[src/rtl/divide_algo.sv]
// Free-running restoring divider: samples dividend/divider, resolves one quotient
// bit per clock, and republishes quo/rem every WIDTH+2 clocks.
module divide_algo #(
  parameter int WIDTH = 16
) (
  input  logic             clk,
  input  logic             rst,
  input  logic [WIDTH-1:0] dividend,
  input  logic [WIDTH-1:0] divider,
  output logic [WIDTH-1:0] quo,
  output logic [WIDTH-1:0] rem
);

  localparam int CW = $clog2(WIDTH);
  localparam logic [CW-1:0] LAST = CW'(WIDTH - 1);

  typedef enum logic [1:0] {LOAD, CALC, DONE} state_t;

  state_t state, next_state;

  logic [WIDTH-1:0] q;
  logic [WIDTH-1:0] d;
  logic [WIDTH:0]   r;
  logic [CW-1:0]    cnt;
  logic [WIDTH+1:0] rshift;
  logic [WIDTH+1:0] diff;

  // One extra guard bit above the shifted remainder makes diff's MSB a clean borrow flag.
  assign rshift = {r, q[WIDTH-1]};
  assign diff   = rshift - {2'b00, d};

  always_ff @(posedge clk or negedge rst) begin
    if (!rst) state <= LOAD;
    else      state <= next_state;
  end

  always_comb begin
    next_state = state;
    case (state)
      LOAD:    next_state = CALC;
      CALC:    if (cnt == LAST) next_state = DONE;
      DONE:    next_state = LOAD;
      default: next_state = LOAD;
    endcase
  end

  always_ff @(posedge clk or negedge rst) begin
    if (!rst) begin
      q   <= '0;
      d   <= '0;
      r   <= '0;
      cnt <= '0;
      quo <= '0;
      rem <= '0;
    end else begin
      case (state)
        LOAD: begin
          q   <= dividend;
          d   <= divider;
          r   <= '0;
          cnt <= '0;
        end
        CALC: begin
          // A borrow means the trial subtraction failed: keep the shifted remainder.
          q   <= {q[WIDTH-2:0], ~diff[WIDTH+1]};
          r   <= diff[WIDTH+1] ? rshift[WIDTH:0] : diff[WIDTH:0];
          cnt <= cnt + 1'b1;
        end
        DONE: begin
          quo <= q;
          rem <= r[WIDTH-1:0];
        end
        default: ;
      endcase
    end
  end

endmodule

[config.mk]
export PLATFORM = sky130hd
export DESIGN_NAME = divide_algo
export DESIGN_NICKNAME = d
export VERILOG_FILES = /design/src/rtl/divide_algo.sv
export SDC_FILE = /design/constraint.sdc
export NUM_CORES = 1
export LEC_CHECK = 0
export CAP_MARGIN = 30
export CORE_ASPECT_RATIO = 1.75
export CORE_UTILIZATION = 58
export CTS_CLUSTER_SIZE = 30
export DETAILED_ROUTE_END_ITERATION = 10
export GPL_ROUTABILITY_DRIVEN = 0
export PLACE_DENSITY = 0.85
export SLEW_MARGIN = 20
export SYNTH_ARGS = -nofsm -noshare
export SYNTH_HDL_FRONTEND = slang
export SYNTH_SLANG_ARGS = --single-unit
[constraint.sdc]
create_clock -name clk -period 4.1 [get_ports clk]
set_clock_uncertainty 0.05 [all_clocks]
set_input_delay 0.82 -clock clk [delete_from_list [all_inputs] [get_ports clk]]
set_output_delay 0.82 -clock clk [all_outputs]
set_load 0.05 [all_outputs]
**Word level (Yosys, flattened, before mapping)**

Index checks and enable logic that the tools add are counted.

- Multiplexer cells: 6
- Bitwise logic cells: 1
- Equal/unequal tests: 4
- $add $sub $neg: 2
- Reductions and logical operators: 2

Operators with widths:

| operator | number |
|---|---|
| $pmux W17 S2 | 1 |
| $pmux W16 S2 | 1 |
| $sub A18 B16 Y18 | 1 |
| $mux W17 | 1 |
| $pmux W4 S2 | 1 |
| $add A4 B1 Y4 const B | 1 |
| $eq A4 B4 Y1 const B | 1 |
| $pmux W2 S2 | 1 |
| $eq A2 B1 Y1 const B | 1 |
| $eq A2 B2 Y1 const B | 1 |
| $logic_not A2 Y1 | 1 |
| $mux W2 | 1 |
| $ne A2 B2 Y1 const B | 1 |
| $reduce_bool A2 Y1 | 1 |
| $not A1 Y1 | 1 |

- Register bits after elaboration: 87
- Bits of input ports: 34
- Logic and storage cells: 22
- Output and inout bits: 32

**Logic depth before layout (Yosys ltp)**

Gate-level depths: netlist of run 1.

- Word-level depth: 3
- Mapped depth: 11
- Gate-level depth less buffers: 10

**Least setup slack after synthesis of run 1**

No wires, ideal clock.

- Path kind: register -> register
- Start: reg r[10]
- End: reg r[10]
- Library setup time: 116 ps
- Cell stages (with the launch flop): 10
- Data arrival time: 2338 ps
- Buffers on the path: 2
- Path slack: 1596 ps
- Period minus slack after synthesis: 2504 ps
- Path through: dfrtp_1 -> ha_1 -> clkbuf_1 -> nand2_1 -> or4_1 -> o21ai_2 -> xnor2_1 -> clkbuf_1 -> nand3_1 -> o311ai_0

- Word-level cells in the longest chain between the ends: 3

Ends and longest elaborated chain:

| item | RTL line | source |
|---|---|---|
| start, declared | 23 | `logic [WIDTH:0] r;` |
| start signal, assigned | 66 | `r <= diff[WIDTH+1] ? rshift[WIDTH:0] : diff[WIDTH:0];` |
| $sub A18 B16 Y18 | 30 | `assign diff = rshift - {2'b00, d};` |
| $mux W17 | 66 |  |
| $pmux W17 S2 | 56 | `case (state)` |

No other way between the ends.
A chain may end at the register's enable or synchronous reset.

**Worst setup path after layout of run 1**

- Start: reg r[3]
- End: reg r[4]

- Word-level cells in the longest chain between the ends: 3

Ends and longest elaborated chain:

| item | RTL line |
|---|---|
| $sub A18 B16 Y18 | 30 |
| $mux W17 (*) | 66 |
| $pmux W17 S2 (*) | 56 |

Mark *: on every way between the ends. The rest lies on a longest branch, timed or not.

==> results.toml, run 1 <==
[pwr]
power_density_nw_per_um2 = 789
sequential_share_of_power_pct = 30.6
swShare_pct = 41.1
combinationalPowerShare_pct = 47.1
p_leak_uw = 0.00249
total_switching_power_uw = 1760
ir_worst_vdd_mv = 0.422
p_int_uw = 2520
clkPwrFrac_pct = 22.3

[detailed_routing]
drt_pass1_iterations = 5
detail_route.iter0.violations = 267
ant_nets = 0
num_vias = 3476
post-route-drc-count = 0
detail_route.wl_per_cell_um = 17.5
route.detailed.vias_per_inst = 6.09
drt-total-wl_mm = 9.98

[clock_tree]
cts_bufs_inserted = 9
cts.repair_timing.setup_buffer_count = 0
root_buffer = "sky130_fd_sc_hd__clkbuf_16"
ctsHoldBuffers = 0
ctsLongestPathBuffers = 2
clock_sinks = 87
cts.clk_slew.worst_paths_ns = 0.06
ctsResizeCount = 0
cts.htree.levels = 3
tritoncts = "yes"
clkLatencyLatePin_ns = 0.35

[global_route]
grt_antenna_before_repair = 0
grt_pass1_wl_mm = 16.1
gr-usage-all-layers_pct = 27.8
grt_max_degree = 45
grt_overflow_total = 0
vias_in_the_first_global_route = 3512

[critical_path]
timing.critical_path.required_ns = 4.25
setup.worst_path.start_class = "flop"
worstPathBufferInverterCount = 1
maximum_net_fanout_on_the_critical_path = 15
cp_cell_sequence = "ha_1 > a21oi_1 > o21ai_0 > a31oi_2 > o21ai_2 > xnor2_1 > buf_4 > nand3_1 > o311ai_0"
critPathCaptureType = "flop"
master_of_the_slowest_instance_on_the_critical_path = "sky130_fd_sc_hd__xnor2_1"
crit_path_max_incr_delay_ns = 0.70
critical-path-top-delay-family = "compound AO/OA/AOI/OAI gates"
crit_type = "flop to flop"
worstPathArrival_ns = 3.43

[sta]
maxSlewViolCount = 0
max_slew.worst_pin.slew_ns = 0.975
setup_tns_ns = 0
setup-violations-final = 0
finalCriticalPeriod_ns = 3.28
grt_setup_unrepaired = "no"
post_route_fraction_of_the_period_consumed_by_the_critical_path_pct = 80.0
max_freq_mhz = 305
setup_ws_ns = 0.822
timing.max_slew.rel_slack_pct = 34.7
hold_viol = 0

[run_status]
run_status = "finished, final reports clean"

[final_layout]
final_common_cell = "sky130_fd_sc_hd__dfrtp_1"
layout.cells.most_common_list = "sky130_fd_sc_hd__dfrtp_1 (87), sky130_fd_sc_hd__clkdlybuf4s50_1 (64), sky130_fd_sc_hd__nand2_1 (56)"
finalNonFillerCells = 571
antenna_cells_inserted = 0
final_design_area_no_fill_um2 = 5430
num-fill-cells = 460
post_route_cells_drive_above_1_share_pct = 12.2
multiInputGateArea_um2 = 2000
finish.net_count = 532
regArea_um2 = 2180
layout_area_growth_over_synthesis_pct = 24.9

[placed_design]
dpl.cell_count = 555
io_buffers = 65
post-place-ws_ns = 0.924
place.detailed.hpwl_mm = 6.85
dpl-instance-area_um2 = 5070

[logic_synthesis]
postSynthNetCount = 473
synth-async-reset-ratio_pct = 100
synth_enable_flop_cells = 0
synth.lib_cells_used.distinct = 40
synth_seq_area_share_pct = 50.1
postSynthCellCount = 421
ys.warnings.count = 0
post_synth_instance_area_um2 = 4350
syn-mean-instance-area_um2 = 10.3
synth_seq_cells = 87
ys_dominant_reg_cell = "sky130_fd_sc_hd__dfrtp_1"

[min_path]
worst_hold_class = "primary input to async pin"

[run]
maxCapViolCount = 0

[floorplan]
placementRows = 41
start_util_pct = 60.1
fp.dieH_um = 117
dieArea_um2 = 7860
floorplan.core_area_um2 = 7230
fp.dieW_um = 67.5
io-pin-count = 66
[Yosys cell counts, types with 2 or more instances]
cell type / count / area share [%]
sky130_fd_sc_hd__dfrtp_1: 87 / 50
sky130_fd_sc_hd__nand2_1: 56 / 4.8
sky130_fd_sc_hd__o21ai_0: 45 / 5.2
sky130_fd_sc_hd__mux2_2: 31 / 8.0
sky130_fd_sc_hd__nand3_1: 23 / 2.6
sky130_fd_sc_hd__inv_1: 21 / 1.8
sky130_fd_sc_hd__a21oi_1: 19 / 2.2
sky130_fd_sc_hd__mux2i_1: 18 / 4.1
sky130_fd_sc_hd__ha_1: 17 / 4.9
sky130_fd_sc_hd__clkbuf_1: 15 / 1.3
sky130_fd_sc_hd__nor2_1: 9 / 0.78
sky130_fd_sc_hd__a32oi_1: 8 / 1.6
sky130_fd_sc_hd__xor2_1: 8 / 1.6
sky130_fd_sc_hd__xnor2_1: 7 / 1.4
sky130_fd_sc_hd__nand2b_1: 6 / 0.86
sky130_fd_sc_hd__buf_1: 5 / 0.43
sky130_fd_sc_hd__o311ai_0: 5 / 1.0
sky130_fd_sc_hd__o31ai_1: 5 / 0.86
sky130_fd_sc_hd__a22o_1: 3 / 0.60
sky130_fd_sc_hd__buf_2: 3 / 0.35
sky130_fd_sc_hd__nor2b_1: 3 / 0.43
sky130_fd_sc_hd__or4_1: 3 / 0.52
sky130_fd_sc_hd__a21o_1: 2 / 0.35
sky130_fd_sc_hd__a31oi_1: 2 / 0.29
sky130_fd_sc_hd__a41oi_1: 2 / 0.40
sky130_fd_sc_hd__nor3_1: 2 / 0.23
sky130_fd_sc_hd__o211ai_1: 2 / 0.35
sky130_fd_sc_hd__o21ai_1: 2 / 0.23
[routing by layer]
metal / GRT usage [%] / wire, µm / vias up
met2: 48.1 / 5310 / 122
met5: 0 / 0 / -
met4: 14.6 / 397 / 0
li1: - / - / 1615
met3: 4.98 / 420 / 42
met1: 31.8 / 3850 / 1697
[sequential cells by signal, summed over array words and instances, names as in the netlist]
register / cells
r: 17
quo: 16
rem: 16
cnt: 4
d: 16
q: 16
state: 2
[final cells by class]
cell class                 count  area share [%]
sequential                    87            40.1
multi-input combinational    290            36.9
timing repair buffer          71            13.0
clock buffer                  11            4.65
tap                           86            1.98
clock inverter                 5            1.91
inverter                      21            1.45
[power groups by stage]
| stage | clock network [µW] | registers [µW] | logic [µW] |
|---|---|---|---|
| floorplan | 0 | 1680 | 1020 |
| global placement | 0 | 1300 | 1910 |
| detailed placement | 0 | 1320 | 1980 |
| CTS | 966 | 1310 | 2010 |
| global route | 1000 | 1330 | 2180 |
| finish | 956 | 1310 | 2020 |
[final timing paths]
kind	startpoint	endpoint	slack [ns]	cells past startpoint
max in group asynchronous	rst	d[12]$_DFFE_PN0P_	2.93	2
worst min-delay path	rst	quo[12]$_DFFE_PN0N_	0.43	1
worst min register to register	quo[3]$_DFFE_PN0N_	quo[3]$_DFFE_PN0N_	0.46	1
worst max-delay path	r[3]$_DFFE_PN0P_	r[4]$_DFFE_PN0P_	0.82	9
worst max register to register	r[3]$_DFFE_PN0P_	r[4]$_DFFE_PN0P_	0.82	9
min in group clk	quo[3]$_DFFE_PN0N_	quo[3]$_DFFE_PN0N_	0.46	1
[kinds of logic after synthesis]
group | share of synthesized area [%]
adder cells (fa/ha/maj) | 5.35
AO/OA/AOI/OAI | 14.5
AND/OR/NAND/NOR | 11.0
XOR/XNOR | 3.02
buffers and inverters | 3.88
multiplexers | 12.2
flip-flops | 50.1
[through the flow]
stage               hold slack (ns)  util, %  total power, µW
floorplan                     0.420        -             2700
global route                  0.474     75.1             4510
CTS                           0.443     75.1             4280
global placement              0.423     69.9             3210
detailed placement            0.447     70.1             3290
finish                        0.432     75.1             4280
Power figures use the tool's default switching activity.
==> run 2: changes to the inputs <==
--- a/config.mk
+++ b/config.mk
@@ -7,11 +7,11 @@
 export LEC_CHECK = 0
 export CAP_MARGIN = 30
 export CORE_ASPECT_RATIO = 1.75
-export CORE_UTILIZATION = 58
+export CORE_UTILIZATION = 49
 export CTS_CLUSTER_SIZE = 30
 export DETAILED_ROUTE_END_ITERATION = 10
 export GPL_ROUTABILITY_DRIVEN = 0
-export PLACE_DENSITY = 0.85
+export PLACE_DENSITY = 0.76
 export SLEW_MARGIN = 20
 export SYNTH_ARGS = -nofsm -noshare
 export SYNTH_HDL_FRONTEND = slang
==> constraint.sdc (replaced) <==
create_clock -name clk -period 2.9 [get_ports clk]
set_clock_uncertainty 0.05 [all_clocks]
set_input_delay 0.58 -clock clk [delete_from_list [all_inputs] [get_ports clk]]
set_output_delay 0.58 -clock clk [all_outputs]
set_load 0.05 [all_outputs]
==> run 2 against run 1 <==
Against the previous run:
- count of clock-buffer cells in the layout up 5
- sequential power grew 41%
- utilization shrank 12 points
- via count is 2.8% lower
- first-iteration DRC count grew 22%
- final area shrank 0.21%
- die area rose by 18%
- total power up 37%
- hold slack got worse by 0.30 ns
- global-route usage down 4.5 points
==> results.toml, run 2 (synthesis gave the netlist of run 1 again) <==
[final_layout]
finish.net_count = 537
layout_area_growth_over_synthesis_pct = 24.6
num-fill-cells = 710
antenna_cells_inserted = 0
final_design_area_no_fill_um2 = 5420
layout.cells.most_common_list = "sky130_fd_sc_hd__dfrtp_1 (87), sky130_fd_sc_hd__clkdlybuf4s50_1 (64), sky130_fd_sc_hd__nand2_1 (56)"
final_common_cell = "sky130_fd_sc_hd__dfrtp_1"
largest_register_ffs = 17
post_route_cells_drive_above_1_share_pct = 11.8
max_flop_register = "r"
finalNonFillerCells = 607

[pwr]
ir_worst_vdd_mv = 0.658
power_density_nw_per_um2 = 1080
p_leak_uw = 0.00247
report.power.total_uw = 5850

[sta]
hold_viol = 0
maxSlewViolCount = 0
timing.max_slew.rel_slack_pct = 59.3
setup_ws_ns = 0.194
max_slew.worst_pin.slew_ns = 0.604
max_freq_mhz = 370
post_route_fraction_of_the_period_consumed_by_the_critical_path_pct = 93.3
setup_tns_ns = 0
setup-violations-final = 0
finalCriticalPeriod_ns = 2.71
grt_setup_unrepaired = "no"

[critical_path]
cp_cell_sequence = "ha_1 > and3_4 > nand2_1 > or4_1 > o21ai_2 > xor2_1 > buf_4 > mux2i_1 > o21ai_1"
crit_path_max_incr_delay_ns = 0.45
critPathCaptureType = "flop"
maximum_net_fanout_on_the_critical_path = 5
worstPathArrival_ns = 2.85
master_of_the_slowest_instance_on_the_critical_path = "sky130_fd_sc_hd__or4_1"
timing.critical_path.required_ns = 3.05
setup.worst_path.start_class = "flop"
crit_type = "flop to flop"

[placed_design]
dpl.cell_count = 591
dpl-instance-area_um2 = 5150
place.detailed.hpwl_mm = 6.93
post-place-ws_ns = 0.250
io_buffers = 65

[run]
maxCapViolCount = 0

[floorplan]
io-pin-count = 66
fp.dieW_um = 73.2
fp.dieH_um = 127
start_util_pct = 50.5
dieArea_um2 = 9270
placementRows = 45
floorplan.core_area_um2 = 8610

[clock_tree]
ctsLongestPathBuffers = 2
cts_bufs_inserted = 9
tritoncts = "yes"
cts.repair_timing.setup_buffer_count = 0
ctsHoldBuffers = 0
clkLatencyLatePin_ns = 0.33
cts.clk_slew.worst_paths_ns = 0.06
clock_sinks = 87
root_buffer = "sky130_fd_sc_hd__clkbuf_16"
ctsResizeCount = 0
cts.htree.levels = 3

[detailed_routing]
post-route-drc-count = 0
detail_route.iter0.violations = 327
num_vias = 3378
drt-total-wl_mm = 9.92
route.detailed.vias_per_inst = 5.57
detail_route.wl_per_cell_um = 16.3
ant_nets = 0
drt_pass1_iterations = 4

[min_path]
worst_hold_class = "primary input to async pin"

[global_route]
grt_pass1_wl_mm = 16.5
grt_antenna_before_repair = 0
grt_overflow_total = 0
grt_max_degree = 57
gr-usage-all-layers_pct = 23.3
vias_in_the_first_global_route = 3556

[run_status]
run_status = "finished, final reports clean"
-- run 2: through the flow --
step | hold slack, ns | utilization, %
finish | 0.132 | 62.9
global route | 0.165 | 62.9
CTS | 0.143 | 62.9
detailed placement | 0.424 | 59.8
global placement | 0.416 | 59.8
floorplan | 0.234 | -
-- run 2: worst max-delay path, delay by kind of cell, from the launching register on --
kind                       cells  cell delay [ns]
xor gates and xnor gates       1             0.23
AOI/OAI and AO/OA              2             0.27
DFF                            1             0.43
adders and majority gates      1             0.40
and+or+nand+nor                3             0.81
buffers and inverters          1             0.19
muxes                          1             0.19
-- run 2: final timing paths --
kind	slack [ns]	start	cells after the start	endpoint
setup / recovery	0.19	r[6]$_DFFE_PN0P_	9	r[2]$_DFFE_PN0P_
max in group asynchronous	2.02	rst	2	d[12]$_DFFE_PN0P_
setup reg to reg	0.19	r[6]$_DFFE_PN0P_	9	r[2]$_DFFE_PN0P_
min in group clk	0.43	rem[0]$_DFFE_PN0N_	2	rem[0]$_DFFE_PN0N_
hold / removal	0.13	rst	1	quo[12]$_DFFE_PN0N_
hold reg to reg	0.43	rem[0]$_DFFE_PN0N_	2	rem[0]$_DFFE_PN0N_
-- run 2: layer usage --
metal	global-route usage, %	vias to the layer above	wire [µm]
li1	-	1617	-
met1	27.4	1614	3960
met2	38.8	107	5180
met3	3.18	40	307
met4	15.1	0	469
met5	0	-	0
-- run 2: layout make-up --
class,instances,area (µm²),area share [%]
sequential,87,2180,40.2
multi-input combinational,290,2000,36.9
timing repair buffer,76,743,13.7
clock buffer,16,272,5.01
tap,117,146,2.70
inverter,21,78.8,1.45
-- run 2: report_power, final --
| group | internal [µW] | leakage, µW | switching (µW) |
|---|---|---|---|
| logic | 1180 | 0.00127 | 1750 |
| clock network | 630 | 0.000131 | 437 |
| registers | 1570 | 0.00107 | 284 |
| total | 3380 | 0.00247 | 2470 |
==> run 3: changes to the inputs <==
--- a/config.mk
+++ b/config.mk
@@ -7,10 +7,13 @@
 export LEC_CHECK = 0
 export CAP_MARGIN = 30
 export CORE_ASPECT_RATIO = 1.75
+export CORE_MARGIN = 4
 export CORE_UTILIZATION = 49
+export CTS_BUF_LIST = sky130_fd_sc_hd__clkbuf_8 sky130_fd_sc_hd__clkbuf_16
 export CTS_CLUSTER_SIZE = 30
 export DETAILED_ROUTE_END_ITERATION = 10
 export GPL_ROUTABILITY_DRIVEN = 0
+export GPL_TIMING_DRIVEN = 0
 export PLACE_DENSITY = 0.76
 export SLEW_MARGIN = 20
 export SYNTH_ARGS = -nofsm -noshare
==> run 3 against run 2 <==
Against the previous run:
- sequential cell count did not move
- critical path depth fell by 1
- critical path type unchanged
- final cell count rose by 2.3%
- count of clock-buffer cells in the layout fell by 3
- register-to-register slack got worse by 0.09 ns
==> results.toml, run 3 (synthesis gave the netlist of run 1 again) <==
[detailed_routing]
drt-total-wl_mm = 10.5
route.detailed.vias_per_inst = 5.65
detail_route.iter0.violations = 226
post-route-drc-count = 0
drt_pass1_iterations = 5
ant_nets = 0
detail_route.wl_per_cell_um = 16.9
num_vias = 3509

[clock_tree]
tritoncts = "yes"
cts.htree.levels = 3
root_buffer = "sky130_fd_sc_hd__clkbuf_16"
ctsHoldBuffers = 0
clkLatencyLatePin_ns = 0.34
cts.clk_slew.worst_paths_ns = 0.06
ctsLongestPathBuffers = 2
clock_sinks = 87
cts_bufs_inserted = 9

[global_route]
gr-usage-all-layers_pct = 21.4
use_met2_pct = 38.3
met3_usage_pct = 4.16
grt_overflow_total = 0
vias_in_the_first_global_route = 3639
grt-busiest-layer = "met2"
grtUsageMet1_pct = 23.6
grt_pass1_wl_mm = 17.6
grt_max_degree = 47
grt_antenna_before_repair = 0

[sta]
setup-violations-final = 0
setup_ws_ns = 0.104
max_slew.worst_pin.slew_ns = 0.730
finalCriticalPeriod_ns = 2.80
fin_worst_hold_slack_ns = 0.169
maxSlewViolCount = 0
timing.max_slew.rel_slack_pct = 51.3
max_freq_mhz = 358
post_route_fraction_of_the_period_consumed_by_the_critical_path_pct = 96.4
grt_setup_unrepaired = "yes"
hold_viol = 0

[critical_path]
r2r.worst_path.cells = 8
critPathCaptureType = "flop"
setup.worst_path.start_class = "flop"
regToRegSetupSlack_ns = 0.10
worstPathBufferInverterCount = 0
timing.rr.end = "r[2]$_DFFE_PN0P_"
cp_cell_sequence = "ha_1 > and3_4 > nand2_1 > or4_1 > o21ai_4 > xor2_2 > mux2i_1 > o21ai_1"
worst_setup_path_startpoint = "r[8]$_DFFE_PN0P_"
timing.critical_path.required_ns = 3.05
crit_path_max_incr_delay_ns = 0.47
critical-path-top-delay-family = "simple AND/OR/NAND/NOR gates"
master_of_the_slowest_instance_on_the_critical_path = "sky130_fd_sc_hd__or4_1"
timing.rr.start = "r[8]$_DFFE_PN0P_"
maximum_net_fanout_on_the_critical_path = 8
worstPathArrival_ns = 2.95
crit_type = "flop to flop"

[final_layout]
finalNonFillerCells = 621
largest_register_ffs = 17
max_flop_register = "r"
layout_area_growth_over_synthesis_pct = 27.9
final_common_cell = "sky130_fd_sc_hd__dfrtp_1"
layout.cells.most_common_list = "sky130_fd_sc_hd__dfrtp_1 (87), sky130_fd_sc_hd__clkdlybuf4s50_1 (64), sky130_fd_sc_hd__nand2_1 (56)"
finish.net_count = 551
final_design_area_no_fill_um2 = 5560
antenna_cells_inserted = 0
post_route_cells_drive_above_1_share_pct = 12.3
num-fill-cells = 729
final_core_util_pct = 64.1

[run_status]
run_status = "finished, final reports clean"

[floorplan]
fp.dieH_um = 133
placementRows = 45
dieArea_um2 = 10500
floorplan.core_area_um2 = 8670
start_util_pct = 50.1
io-pin-count = 66
fp.dieW_um = 79.2

[pwr]
power_density_nw_per_um2 = 1100
ir_worst_vdd_mv = 0.636
p_leak_uw = 0.00252

[placed_design]
dpl.cell_count = 604
post-place-ws_ns = -0.223
io_buffers = 65
dpl-instance-area_um2 = 5170
place.detailed.hpwl_mm = 7.67

[run]
maxCapViolCount = 0

[min_path]
worst_hold_class = "primary input to async pin"
## run 3: cell count changes in the layout (fill, tap and decap cells not counted), sizes merged
cell / change
inv: +1
clkbuf: +11
bufinv: +2
## run 3: layout make-up
| cell class | instances | area (µm²) | share of cell area (%) |
|---|---|---|---|
| tap | 117 | 146 | 2.63 |
| multi-input combinational | 290 | 2030 | 36.6 |
| buffer | 22 | 90.1 | 1.62 |
| clock buffer | 13 | 280 | 5.04 |
| clock inverter | 3 | 63.8 | 1.15 |
| inverter | 21 | 78.8 | 1.42 |
| sequential | 87 | 2180 | 39.2 |
| timing repair buffer | 68 | 691 | 12.4 |
## run 3: per-stage QoR
step / total power (µW) / setup TNS [ns]
5_1_grt: 6440 / -0.0588
6_report: 6100 / 0
3_5_place_dp: 4680 / -2.10
4_1_cts: 6050 / 0
3_3_place_gp: 4600 / -169.03
2_1_floorplan: 3810 / 0
## run 3: metal layers
| metal | share of wire [%] | vias up |
|---|---|---|
| li1 | - | 1653 |
| met1 | 37 | 1713 |
| met2 | 56 | 117 |
| met3 | 4.6 | 26 |
| met4 | 2.6 | 0 |
| met5 | 0 | - |
## run 3: timing repair
| item | CTS | global route |
|---|---|---|
| resized for setup | 3 | 5 |
| setup endpoints to repair | 18 | 18 |
| setup buffers | 0 | 2 |
## run 3: how the worst max path moves through the flow
stage	to	depth (start not counted)	slack [ns]
3_3_place_gp	quo[11]$_DFFE_PN0N_	1	-1.94
3_5_place_dp	r[4]$_DFFE_PN0P_	9	-0.22
5_1_grt	r[2]$_DFFE_PN0P_	8	-0.03
6_report	r[2]$_DFFE_PN0P_	8	0.10
4_1_cts	r[2]$_DFFE_PN0P_	8	0.01
2_1_floorplan	r[10]$_DFFE_PN0P_	9	0.40
## run 3: power by group
part / total (µW) / switching (µW) / leakage (µW) / internal [µW]
logic: 2950 / 1780 / 0.00128 / 1170
registers: 1860 / 290 / 0.00107 / 1570
clock network: 1300 / 454 / 0.000173 / 845
